$ cat src/rtl/common_pkg.sv
// Shared ALU op-code constants and arbiter FSM state type.
package common_pkg;

  typedef enum logic [1:0] {
    IDLE = 2'd0,
    EXEC = 2'd1,
    RESP = 2'd2
  } state_t;

  localparam logic [3:0] OP_SLR = 4'h0;
  localparam logic [3:0] OP_SLL = 4'h1;
  localparam logic [3:0] OP_INC = 4'h4;
  localparam logic [3:0] OP_DEC = 4'h5;
  localparam logic [3:0] OP_ADD = 4'h6;
  localparam logic [3:0] OP_NOT = 4'h8;
  localparam logic [3:0] OP_AND = 4'h9;
  localparam logic [3:0] OP_OR  = 4'hA;
  localparam logic [3:0] OP_MOV = 4'hB;

  function automatic logic op_legal(input logic [3:0] op);
    case (op)
      OP_SLR, OP_SLL, OP_INC, OP_DEC, OP_ADD,
      OP_NOT, OP_AND, OP_OR, OP_MOV: op_legal = 1'b1;
      default:                       op_legal = 1'b0;
    endcase
  endfunction

endpackage

$ cat src/rtl/rr_arb2.sv
// Two-way round-robin grant; pointer moves to the winner only on accept.
module rr_arb2 (
  input  logic       clk,
  input  logic       rst_n,
  input  logic [1:0] req,
  input  logic       accept,
  output logic [1:0] grant
);

  logic last;

  always_comb begin
    grant = req;
    if (req[0] && req[1])
      grant = last ? 2'b01 : 2'b10;
  end

  // Reset to port 1 so port 0 wins the first contention.
  always_ff @(posedge clk or negedge rst_n) begin
    if (!rst_n)
      last <= 1'b1;
    else if (accept)
      last <= grant[1];
  end

endmodule

$ cat src/rtl/alu_arb.sv
// Shares one external ALU between two requesters: accept -> exec -> respond,
// one operation every three cycles, with a status flag register.
module alu_arb
  import common_pkg::*;
#(
  parameter int NUM_PORTS = 2
) (
  input  logic                      clk,
  input  logic                      rst_n,
  input  logic [NUM_PORTS-1:0]      req_valid_in,
  output logic [NUM_PORTS-1:0]      req_ready_out,
  input  logic [NUM_PORTS-1:0][7:0] req_a_in,
  input  logic [NUM_PORTS-1:0][7:0] req_b_in,
  input  logic [NUM_PORTS-1:0][3:0] req_op_in,
  input  logic [NUM_PORTS-1:0]      req_flag_we_in,
  output logic [NUM_PORTS-1:0]      rsp_valid_out,
  output logic [7:0]                rsp_result_out,
  output logic [3:0]                rsp_status_out,
  output logic                      rsp_err_out,
  output logic [7:0]                alu_a_out,
  output logic [7:0]                alu_b_out,
  output logic [3:0]                alu_op_out,
  output logic [3:0]                alu_status_out,
  input  logic [7:0]                alu_result_in,
  input  logic [3:0]                alu_status_in,
  output logic [3:0]                flags_out
);

  state_t              state, state_nxt;
  logic [NUM_PORTS-1:0] grant;
  logic                accept;
  logic                sel;
  logic [7:0]          a_q, b_q;
  logic [3:0]          op_q;
  logic                we_q;
  logic                port_q;
  logic                legal;
  logic                exec;

  rr_arb2 u_arb (
    .clk    (clk),
    .rst_n  (rst_n),
    .req    (req_valid_in),
    .accept (accept),
    .grant  (grant)
  );

  // Gate with rst_n so ready stays low while reset is held.
  assign req_ready_out = (state == IDLE && rst_n) ? grant : '0;
  assign accept        = |req_ready_out;
  assign sel           = grant[1];
  assign exec          = (state == EXEC);
  assign legal         = op_legal(op_q);

  assign alu_a_out      = exec ? a_q     : '0;
  assign alu_b_out      = exec ? b_q     : '0;
  assign alu_op_out     = exec ? op_q    : '0;
  assign alu_status_out = exec ? flags_out : '0;

  always_comb begin
    state_nxt = state;
    case (state)
      IDLE:    if (accept) state_nxt = EXEC;
      EXEC:    state_nxt = RESP;
      RESP:    state_nxt = IDLE;
      default: state_nxt = IDLE;
    endcase
  end

  always_comb begin
    rsp_valid_out = '0;
    if (state == RESP)
      rsp_valid_out[port_q] = 1'b1;
  end

  always_ff @(posedge clk or negedge rst_n) begin
    if (!rst_n) begin
      state          <= IDLE;
      a_q            <= '0;
      b_q            <= '0;
      op_q           <= '0;
      we_q           <= 1'b0;
      port_q         <= 1'b0;
      rsp_result_out <= '0;
      rsp_status_out <= '0;
      rsp_err_out    <= 1'b0;
      flags_out      <= '0;
    end else begin
      state <= state_nxt;
      if (accept) begin
        a_q    <= req_a_in[sel];
        b_q    <= req_b_in[sel];
        op_q   <= req_op_in[sel];
        we_q   <= req_flag_we_in[sel];
        port_q <= sel;
      end
      // Illegal ops never reach the flags and report the unchanged flags.
      if (exec) begin
        rsp_result_out <= legal ? alu_result_in : 8'h00;
        rsp_status_out <= legal ? alu_status_in : flags_out;
        rsp_err_out    <= !legal;
        if (legal && we_q)
          flags_out <= alu_status_in;
      end
    end
  end

endmodule

$ cat config.mk
export PLATFORM = sky130hd
export DESIGN_NAME = alu_arb
export DESIGN_NICKNAME = d
export VERILOG_FILES = /design/src/rtl/common_pkg.sv /design/src/rtl/rr_arb2.sv /design/src/rtl/alu_arb.sv
export SDC_FILE = /design/constraint.sdc
export NUM_CORES = 1
export LEC_CHECK = 0
export ABC_AREA = 1
export ABC_CLOCK_PERIOD_IN_PS = 3700
export BUFFER_PORTS_ARGS = -buffer_cell sky130_fd_sc_hd__buf_2
export CAP_MARGIN = 10
export CORE_MARGIN = 1
export CORE_UTILIZATION = 45
export DETAILED_ROUTE_END_ITERATION = 12
export GPL_TIMING_DRIVEN = 0
export HOLD_SLACK_MARGIN = 0.15
export PLACE_DENSITY = 0.77
export REMOVE_ABC_BUFFERS = 1
export SYNTH_ARGS = -nofsm -noshare
export SYNTH_HDL_FRONTEND = slang
export SYNTH_SLANG_ARGS = --single-unit
$ cat constraint.sdc
create_clock -name clk -period 3.7 [get_ports clk]
set_input_delay 0 -clock clk [delete_from_list [all_inputs] [get_ports clk]]
set_output_delay 0 -clock clk [all_outputs]
set_load 0.005 [all_outputs]
* Word-level counts from Yosys, hierarchy flattened
Memory sizes are Yosys's and may differ from the RTL's.
Cells that the tools add are included.
** Storage, ports and cells
- Logic and storage cells :: 48
- Output and inout port bits :: 45
- Memory bits (read-only) :: 16
- Bits in writable memories :: 0
- Bits in latches :: 0
- Memories :: 1
- Bits in registers :: 42
** Cells by class
- $add $sub $neg :: 0
- Div/mod/pow operators :: 0
- Muxes and demuxes :: 22
- Reductions and logical operators :: 8
- $mul :: 0
- Shift operators :: 0
- Eq/ne operators :: 3
- Bitwise gates (word level) :: 0
- Magnitude comparators :: 3
** Memory list
- (no name shown) :: words 16, bits a word 1, read ports 1, clocked after Yosys merged registers in 0, wr ports 0, RTL line common_pkg.sv:21 : case (op)
** Operator list (count)
- $mux W8 :: 7
- $mux W4 :: 5
- $mux W2 :: 5
- $logic_and A1 B1 Y1 :: 4
- $lt A1 B2 Y1 const B :: 2
- $pmux W2 S2 :: 1
- $mux W1 :: 3
- $eq A2 B1 Y1 const B :: 1
- $eq A2 B2 Y1 const B :: 1
- $logic_not A2 Y1 :: 1
- $ne A2 B2 Y1 const B :: 1
- $reduce_and A2 Y1 :: 1
- $reduce_or A2 Y1 :: 1
- $demux W1 S1 :: 1
- $ge A1 B1 Y1 const B :: 1
- $logic_not A1 Y1 :: 1

* Logic depth before layout (Yosys ltp)
Gate-level depths: netlist (run 1).
- Depth in word-level cells :: 6
- Mapped depth :: 8
- Mapped depth without buffers :: 7

* Cells and area by module
A second synthesis (run 1) with hierarchy kept.
** Unflattened totals
- Cell total of the unflattened synthesis :: 300
- Area total of the unflattened synthesis :: 2152.1 um^2
** Modules (own cells, without submodules)
- alu_arb :: sequential area each 1026.0 um^2, instances 1, area an instance 2088.3 um^2, cells an instance 291
- rr_arb2 :: sequential area each 26.3 um^2, instances 1, area an instance 63.8 um^2, cells an instance 9

* Worst setup path after synthesis (run 1)
No wires, ideal clock.
- Path type :: register -> register
- Start :: register u_arb.last
- End :: register we_q
- Data required time :: 3583 ps
- Data arrival time :: 1181 ps
- Cell stages (with the launch flop) :: 9
- Library setup time :: 117 ps
- Setup slack :: 2403 ps
- Cells stage by stage :: dfstp_2 -> inv_1 -> nand2_1 -> nand2_1 -> nand2_2 -> nand2_2 -> buf_6 -> nand2_1 -> nand2_1
** On the way
- Cells in the longest elaborated chain, start to end :: 4
** RTL lines
- from (decl) :: RTL line rr_arb2.sv:10 : logic last;
- from (signal assigned) :: RTL line rr_arb2.sv:23 : last <= grant[1];
- $mux W2 (*) :: RTL line rr_arb2.sv:15 : grant = last ? 2'b01 : 2'b10;
- $mux W2 (*) :: RTL line rr_arb2.sv:14 : if (req[0] && req[1])
- $mux W1 (not written as such) or $mux W2 (tied branches) :: RTL line alu_arb.sv:94, alu_arb.sv:49
- $mux W1 (not written as such) or $reduce_or A2 Y1 (tied branches) :: RTL line alu_arb.sv:94, alu_arb.sv:50
- to (signal assigned) :: RTL line alu_arb.sv:94 : we_q <= req_flag_we_in[sel];
- to (decl) :: RTL line alu_arb.sv:35 : logic we_q;
Mark *: on every way between the ends. The rest lies on a longest branch, timed or not. The select of a mux whose other input is x is not followed.
A chain may end at the register's enable or synchronous reset.

* Final worst setup path (run 1)
- Start :: register u_arb.last
- End :: register op_q[3]
** On the way
- Cells in the longest elaborated chain, start to end :: 4
** RTL lines
- $mux W2 (*) :: RTL line rr_arb2.sv:15
- $mux W2 (*) :: RTL line rr_arb2.sv:14
- $mux W4 (not written as such) or $mux W2 (tied branches) :: RTL line alu_arb.sv:93, alu_arb.sv:49
- $mux W4 (not written as such) or $reduce_or A2 Y1 (tied branches) :: RTL line alu_arb.sv:93, alu_arb.sv:50
- to (signal assigned) :: RTL line alu_arb.sv:93 : op_q <= req_op_in[sel];
- to (decl) :: RTL line alu_arb.sv:34 : logic [3:0] op_q;
Marked as above.

==> summary by stage, run 1 <==
Status
The run finished with clean final reports.

Critical path
The highest fanout seen on the critical path is 25. STA puts the critical path data arrival time at about 3300 ps. The worst setup path endpoint is op_q[3]. The setup check on the worst reg-to-reg path leaves a slack of 550 ps.

The worst register-to-register path begins at u_arb.last. The critical path is of the register to register type. For the worst setup path, the data required time is around 3900 ps.

STA classifies the critical path endpoint as a register. The most critical setup path has its startpoint at u_arb.last. The category of the worst setup path launch point is a register. The worst register-to-register path has a depth of 7.

In this run the critical register-to-register path is captured at op_q[3].

Clock tree
The tree is rooted in a sky130_fd_sc_hd__clkbuf_8. TritonCTS built the clock tree. CTS saw 42 sinks. The deepest clock path buffer count is 2. The setup fix buffers added after clock tree synthesis is 0. For the worst-skew pair, the clock arrives at the later sink with an insertion delay of 290 ps. The H-tree level count is 2. After clock tree synthesis, the repair step resized 0 gates.

The clock transition at the registers of the reported paths is 80 ps. The TritonCTS buffer count is 5.

Floorplanning
The die is 72.5 um tall. The placement row count is 25. about 100 I/O pins were placed. The area enclosed by the die boundary is approximately 0.0053 mm^2. The die width is 72.5 um. Once the floorplan was initialized, standard cells occupied 47.0% of the core. The standard cell core area is 0.00475 mm^2.

Global route
The global-route wire length before repair is roughly 11000 um. The number of antenna violations at the first check in global routing is 0. Entering global routing, the biggest net connects 45 pins. The total overflow left after global routing is 0. The via count of the first global-routing pass is roughly 2500.

The global-route usage over all layers is 25.8%.

Layout
The count of inserted antenna diode cells is 0. The leading cell type in the layout, fill and taps excluded is sky130_fd_sc_hd__nand2_1. The layout overhead on the synthesized area is 52.4%. The top cell types in the final layout, fill and taps aside, are sky130_fd_sc_hd__nand2_1 (144), sky130_fd_sc_hd__buf_2 (102), sky130_fd_sc_hd__dlygate4sd3_1 (55), sky130_fd_sc_hd__nand3_1 (45), sky130_fd_sc_hd__dfrtp_1 (41).

The ratio of cells with drive above 1 in the final layout is 25.0%. The net count of the finished layout is 530. The final non-filler cell total is 539.

Detailed routing
The wire length per cell after detailed routing is ~12 um. After detailed routing, the total wire length is 6380 um. The detailed-route via count is roughly 2500. The number of remaining DRC errors is 0. In the routed layout, each cell is associated on average with a via count of 4.69. The first-pass iteration count of the detailed router is 4.

The count of nets left with antenna violations once routing finished came out at 0. The violation count after the first detailed-routing iteration is 99.

Power
The power per unit of standard cell area is approximately 620 mW/mm^2. In this run the static leakage power is 2.06 nW. The worst-case IR drop observed on VDD is about 300 uV.

Logic synthesis
Ranked by total cell area, the synthesized netlist is headed by sky130_fd_sc_hd__dfrtp_1 (46%), sky130_fd_sc_hd__nand2_1 (24%), sky130_fd_sc_hd__nand3_1 (10%), sky130_fd_sc_hd__inv_1 (5.7%), sky130_fd_sc_hd__nor2_1 (4.2%). The gate count of the mapped netlist is 324. For this run, the register share of the synthesized area comes to 47.1%. In this run the biggest area consumer among cell types represents 45.9% of the synthesized area. The biggest area contributor in the post-synthesis netlist is sky130_fd_sc_hd__dfrtp_1.

The mean cell area of the mapped netlist is 6.90 um^2. Counting flops and latches in the post-synthesis netlist gives 42. After synthesis, the netlist uses 18 different library cells. Yosys printed 0 warnings. The area of the mapped netlist is 0.00223 mm^2.

Placed design
The number of buffers inserted by port buffering is 102. Counting tap cells, the placed design contains a total of 477 instances. The pre-CTS setup slack is 620 ps. Routability-driven placement finished with a final weighted congestion of 0.808. The half-perimeter wire length after detailed placement is around 3600 um.

Timing
On the final layout, the worst clock skew is 6.36 ps. The number of max-slew violations in the final report is 0. Measured against its own limit, the worst slew margin works out to 34.0%. Across all setup checks in the final design, the least slack found is 548 ps. Setup repair after global routing left no endpoint under its margin. For the final routed database, the setup TNS stands at 0 ps. After layout, the minimum clock period comes to 3150 ps. The measured slew at the worst slew-check pin is 987 ps. Derived from the worst setup path, the maximum achievable clock frequency is 317 MHz. The number of failing setup endpoints in the final timing report is 0. Of the available clock period, the critical path in the final layout requires roughly 85%. The number of endpoints with negative hold slack in the final report is 0.

Flow run
The tool flagged a number of max-cap violations equal to 0.

Hold path
The class of the tightest hold or removal check is input pin to asynchronous set/reset pin.
[kinds of logic (layout without fill, tap and decap cells)]
family | Yosys count | in the layout | synth area share (%)
AOI/OAI and AO/OA | 3 | 3 | 0.840
buffers and inverters | 53 | 201 | 10.1
DFF | 42 | 42 | 47.1
and+or+nand+nor | 226 | 226 | 42.0
[critical path, cell delays in order (launching register included)]
cell,delay (ps)
sky130_fd_sc_hd__dfstp_2,520
sky130_fd_sc_hd__inv_1,40
sky130_fd_sc_hd__nand2_1,560
sky130_fd_sc_hd__nand2_1,680
sky130_fd_sc_hd__nand2_2,610
sky130_fd_sc_hd__nand2_2,370
sky130_fd_sc_hd__nand2_1,190
sky130_fd_sc_hd__nand2_1,60
[metrics by stage]
step / power [W] / cell area, um^2 / util (%) / hold WS, ps
global route: 0.00230 / 3410 / 71.6 / 448
detailed placement: 0.00163 / 2740 / 57.7 / 199
CTS: 0.00210 / 3410 / 71.6 / 422
global placement: 0.00161 / 2740 / 57.7 / 195
floorplan: 0.00131 / 2150 / - / -296
finish: 0.00211 / 3410 / 71.6 / 392
[layer usage]
layer / GRT usage (%) / vias to the layer above / share of wire (%) / wire, um
met5: 0 / - / 0 / 0
met4: 6.75 / 0 / 0.96 / 61
met3: 7.22 / 8 / 7.1 / 455
met2: 47.2 / 103 / 51 / 3260
met1: 29.4 / 1138 / 41 / 2610
li1: - / 1280 / - / -
[cell type report]
class                      count  area (um^2)
multi-input combinational    229          957
inverter                      37          139
timing repair buffer         157         1060
clock buffer                   6         82.6
clock inverter                 1         30.0
tap                           67         83.8
fill                         381         1350
sequential                    42         1050
[sequential cells by signal, indices dropped and copies added (netlist names)]
name and count:
state 2, u_arb.last 1, rsp_err_out 1, rsp_status_out 4, we_q 1, a_q 8, flags_out 4, port_q 1
b_q 8, op_q 4, rsp_result_out 8
[how the worst min path moves through the flow]
stage	cells after the start	slack, ps	end	start
2_1_floorplan	0	-300	a_q[0]	rst_n
3_3_place_gp	1	190	rsp_status_out[0]	rst_n
3_5_place_dp	1	200	rsp_status_out[0]	rst_n
4_1_cts	2	420	op_q[3]	rst_n
5_1_grt	4	450	rsp_result_out[3]	alu_result_in[3]
6_report	2	390	rsp_status_out[0]	rst_n
[what timing repair did]
item                                    4_1_cts  5_1_grt
hold buffers                                 55        0
endpoints found under the setup margin        0        0
hold endpoints to repair                     78        0
[power breakdown]
| part | switching [W] | internal, W |
|---|---|---|
| Combinational | 0.000525 | 0.000411 |
| Sequential | 0.000128 | 0.000676 |
| Clock | 0.000152 | 0.000216 |
[cells in the mapped netlist (all sizes together)]
cell	count
nand2	147
nor2	25
dfstp	1
inv	37
nor3b	1
nor3	2
o21ai	2
nand4	6
clkbuf	5
a21oi	1
buf	11
dfrtp	41
nand3	45
Power figures use the tool's default switching activity.
==> run 2: changes to the inputs <==
--- a/config.mk
+++ b/config.mk
@@ -6,7 +6,7 @@
 export NUM_CORES = 1
 export LEC_CHECK = 0
 export ABC_AREA = 1
-export ABC_CLOCK_PERIOD_IN_PS = 3700
+export ABC_CLOCK_PERIOD_IN_PS = 3500
 export BUFFER_PORTS_ARGS = -buffer_cell sky130_fd_sc_hd__buf_2
 export CAP_MARGIN = 10
 export CORE_MARGIN = 1
==> constraint.sdc (replaced) <==
create_clock -name clk -period 3.5 [get_ports clk]
set_input_delay 0 -clock clk [delete_from_list [all_inputs] [get_ports clk]]
set_output_delay 0 -clock clk [all_outputs]
set_load 0.005 [all_outputs]
==> summary by stage, run 2 (synthesis gave the netlist of run 1 again) <==
Detailed routing
In this run, the number of DRC markers left after iteration 0 of detailed routing was 96. The wire length per cell after detailed routing is 11.8 um. The first-pass iteration count of the detailed router is 4. The via density per instance is 4.70.

The remaining antenna violation count is 0. After detailed routing, the number of remaining DRC violations is 0. The final routed wirelength across all metal layers is 6380 um. The routed layout has 2532 vias.

Timing
In the final timing run, aggregate negative setup slack is 0 ps. The smallest clock period supported by the final layout is computed as 3090 ps. The normalized max-slew margin is between 30% and 40%. Timing would allow up to 324 MHz. In the post-route analysis, the smallest setup slack over all paths is 411 ps.

The number of endpoints with negative hold slack in the final report is 0. Setup repair after global routing left no endpoint under its margin. Across the routed clock network, the largest skew measured is 6.71 ps. The number of max-slew violations in the final report is 0. The measured slew at the worst slew-check pin is 989 ps. The number of failing setup endpoints in the final timing report is 0. The part of the cycle the worst path needs is around nine tenths. The tightest hold path in the finished design has a slack of 391 ps.

Layout
In the final layout, the registers with the most flip-flops are a_q (8), b_q (8), rsp_result_out (8). The number of fill cells in the layout is approximately 380. In the layout the commonest cells are sky130_fd_sc_hd__nand2_1 (143), sky130_fd_sc_hd__buf_2 (102), sky130_fd_sc_hd__dlygate4sd3_1 (55), sky130_fd_sc_hd__nand3_1 (45), sky130_fd_sc_hd__dfrtp_1 (41).

The final layout contains 530 nets. Leaving out fill and tap cells, the most frequent cell in the layout is sky130_fd_sc_hd__nand2_1. The ratio of cells with drive above 1 in the final layout is 25.2%. The count of inserted antenna diode cells is 0. The layout overhead on the synthesized area is 52.5%.

Critical path
The category of the worst setup path launch point is a register. The setup path with the least slack is of type register to register. STA classifies the critical path endpoint as a register. The most critical setup path has its startpoint at u_arb.last. In this run the worst path has a maximum fanout of 23. For the worst setup path, the data arrival time is 3320 ps. Measured in cells, the most critical reg-to-reg path has a length of 6. The start of the worst register-to-register path is u_arb.last. Data on the critical path is required at its endpoint by 3730 ps.

Clock tree
The clock transition at the registers of the reported paths is about 80 ps. The clock reaches the later pin of the worst-skew pair after 290 ps. The TritonCTS buffer count is 5. The clock tree root buffer cell is sky130_fd_sc_hd__clkbuf_8.

The number of clock sinks is 42. In this run the number of H-tree levels came out at 2. The number of setup buffers added after CTS is 0. Counting along the longest clock path gives a buffer depth of 2. TritonCTS built the clock tree.

Floorplanning
The region available for standard cell placement spans 0.00475 mm^2. The die height is 72.5 um. The die covers 0.00525 mm^2. The effective utilization at floorplan is about 47%. The placement row count is 25. The count of boundary I/O pins is a little over 100. In this run the horizontal extent of the chip is 72.5 um.

Status
The run finished with clean final reports.

Global route
Entering global routing, the biggest net connects 45 pins. The number of antenna violations at the first check in global routing is 0. After global routing the overflow that remains totals 0. The via count of the first global-routing pass was between 2000 and 2500.

The global-route usage over all layers is 25.8%. The first global-routing pass estimated approximately 11000 um of wire.

Hold path
The class of the tightest hold or removal check is input pin to asynchronous set/reset pin.

Placed design
Prior to clock tree synthesis, the placed netlist has a worst setup slack of 420 ps. The routability congestion estimate is ~0.81. The half-perimeter wire length after detailed placement is approximately 3600 um.

The number of buffers inserted by port buffering is 102.

Flow run
Across the run, the number of max-cap violations was 0.

Power
The worst ir drop on vdd is 317 uV. The leakage power summed over all cells is 2.06 nW. The power per unit of standard cell area is 654 mW/mm^2.
run 2: final cells by class:
class	instances	area, um^2	area share, %
inverters	37	139	4.07
multi-input cells	229	960	28.2
clock buffers	6	82.6	2.42
clock inverters	1	30.0	0.881
repair buffers	157	1060	31.1
flip-flops and latches	42	1050	30.9
well taps	67	83.8	2.46
run 2: worst paths after layout:
| check | slack [ps] | end |
|---|---|---|
| max in group asynchronous | 2530 | rsp_result_out[2] |
| worst max register to register | 410 | op_q[3] |
| min in group clk | 450 | rsp_result_out[3] |
| worst min-delay path | 390 | rsp_status_out[0] |
| worst max-delay path | 410 | op_q[3] |
| worst min register to register | 480 | rsp_status_out[2] |
run 2: per-stage QoR:
stage	std cells	total power (W)	cell area, um^2	utilization (%)
after detailed placement	477	0.00172	2740	57.7
final	539	0.00223	3410	71.7
after CTS	539	0.00222	3410	71.6
after floorplan	308	0.00139	2150	-
after global placement	477	0.00170	2740	57.7
after global routing	539	0.00243	3410	71.7
run 2: power breakdown:
| part | switching [W] | internal, W | total [W] |
|---|---|---|---|
| logic | 0.000555 | 0.000434 | 0.000989 |
| registers | 0.000136 | 0.000715 | 0.000850 |
| clock network | 0.000161 | 0.000228 | 0.000389 |
| total | 0.000852 | 0.00138 | 0.00223 |
run 2: timing repair:
action	in CTS	in global routing
gates resized for setup	0	1
hold buffers	55	0
endpoints found under the setup margin	0	1
endpoints found under the hold margin	78	0
run 2: per-layer routing:
layer	global-route usage, %	wire length [um]	part of all wire [%]	vias to the layer above
met3	7.22	455	7.1	8
met2	47.2	3260	51	102
met4	6.75	65	1.0	0
met5	0	0	0	-
met1	29.4	2600	41	1142
li1	-	-	-	1280
run 2: worst max-delay path, cell delays in order, from the launching register on:
cell                      delay (ps)
sky130_fd_sc_hd__dfstp_2         520
sky130_fd_sc_hd__inv_1            40
sky130_fd_sc_hd__nand2_1         570
sky130_fd_sc_hd__nand4_1         960
sky130_fd_sc_hd__nand2_2         720
sky130_fd_sc_hd__nand2_1         120
sky130_fd_sc_hd__nand2_1          80
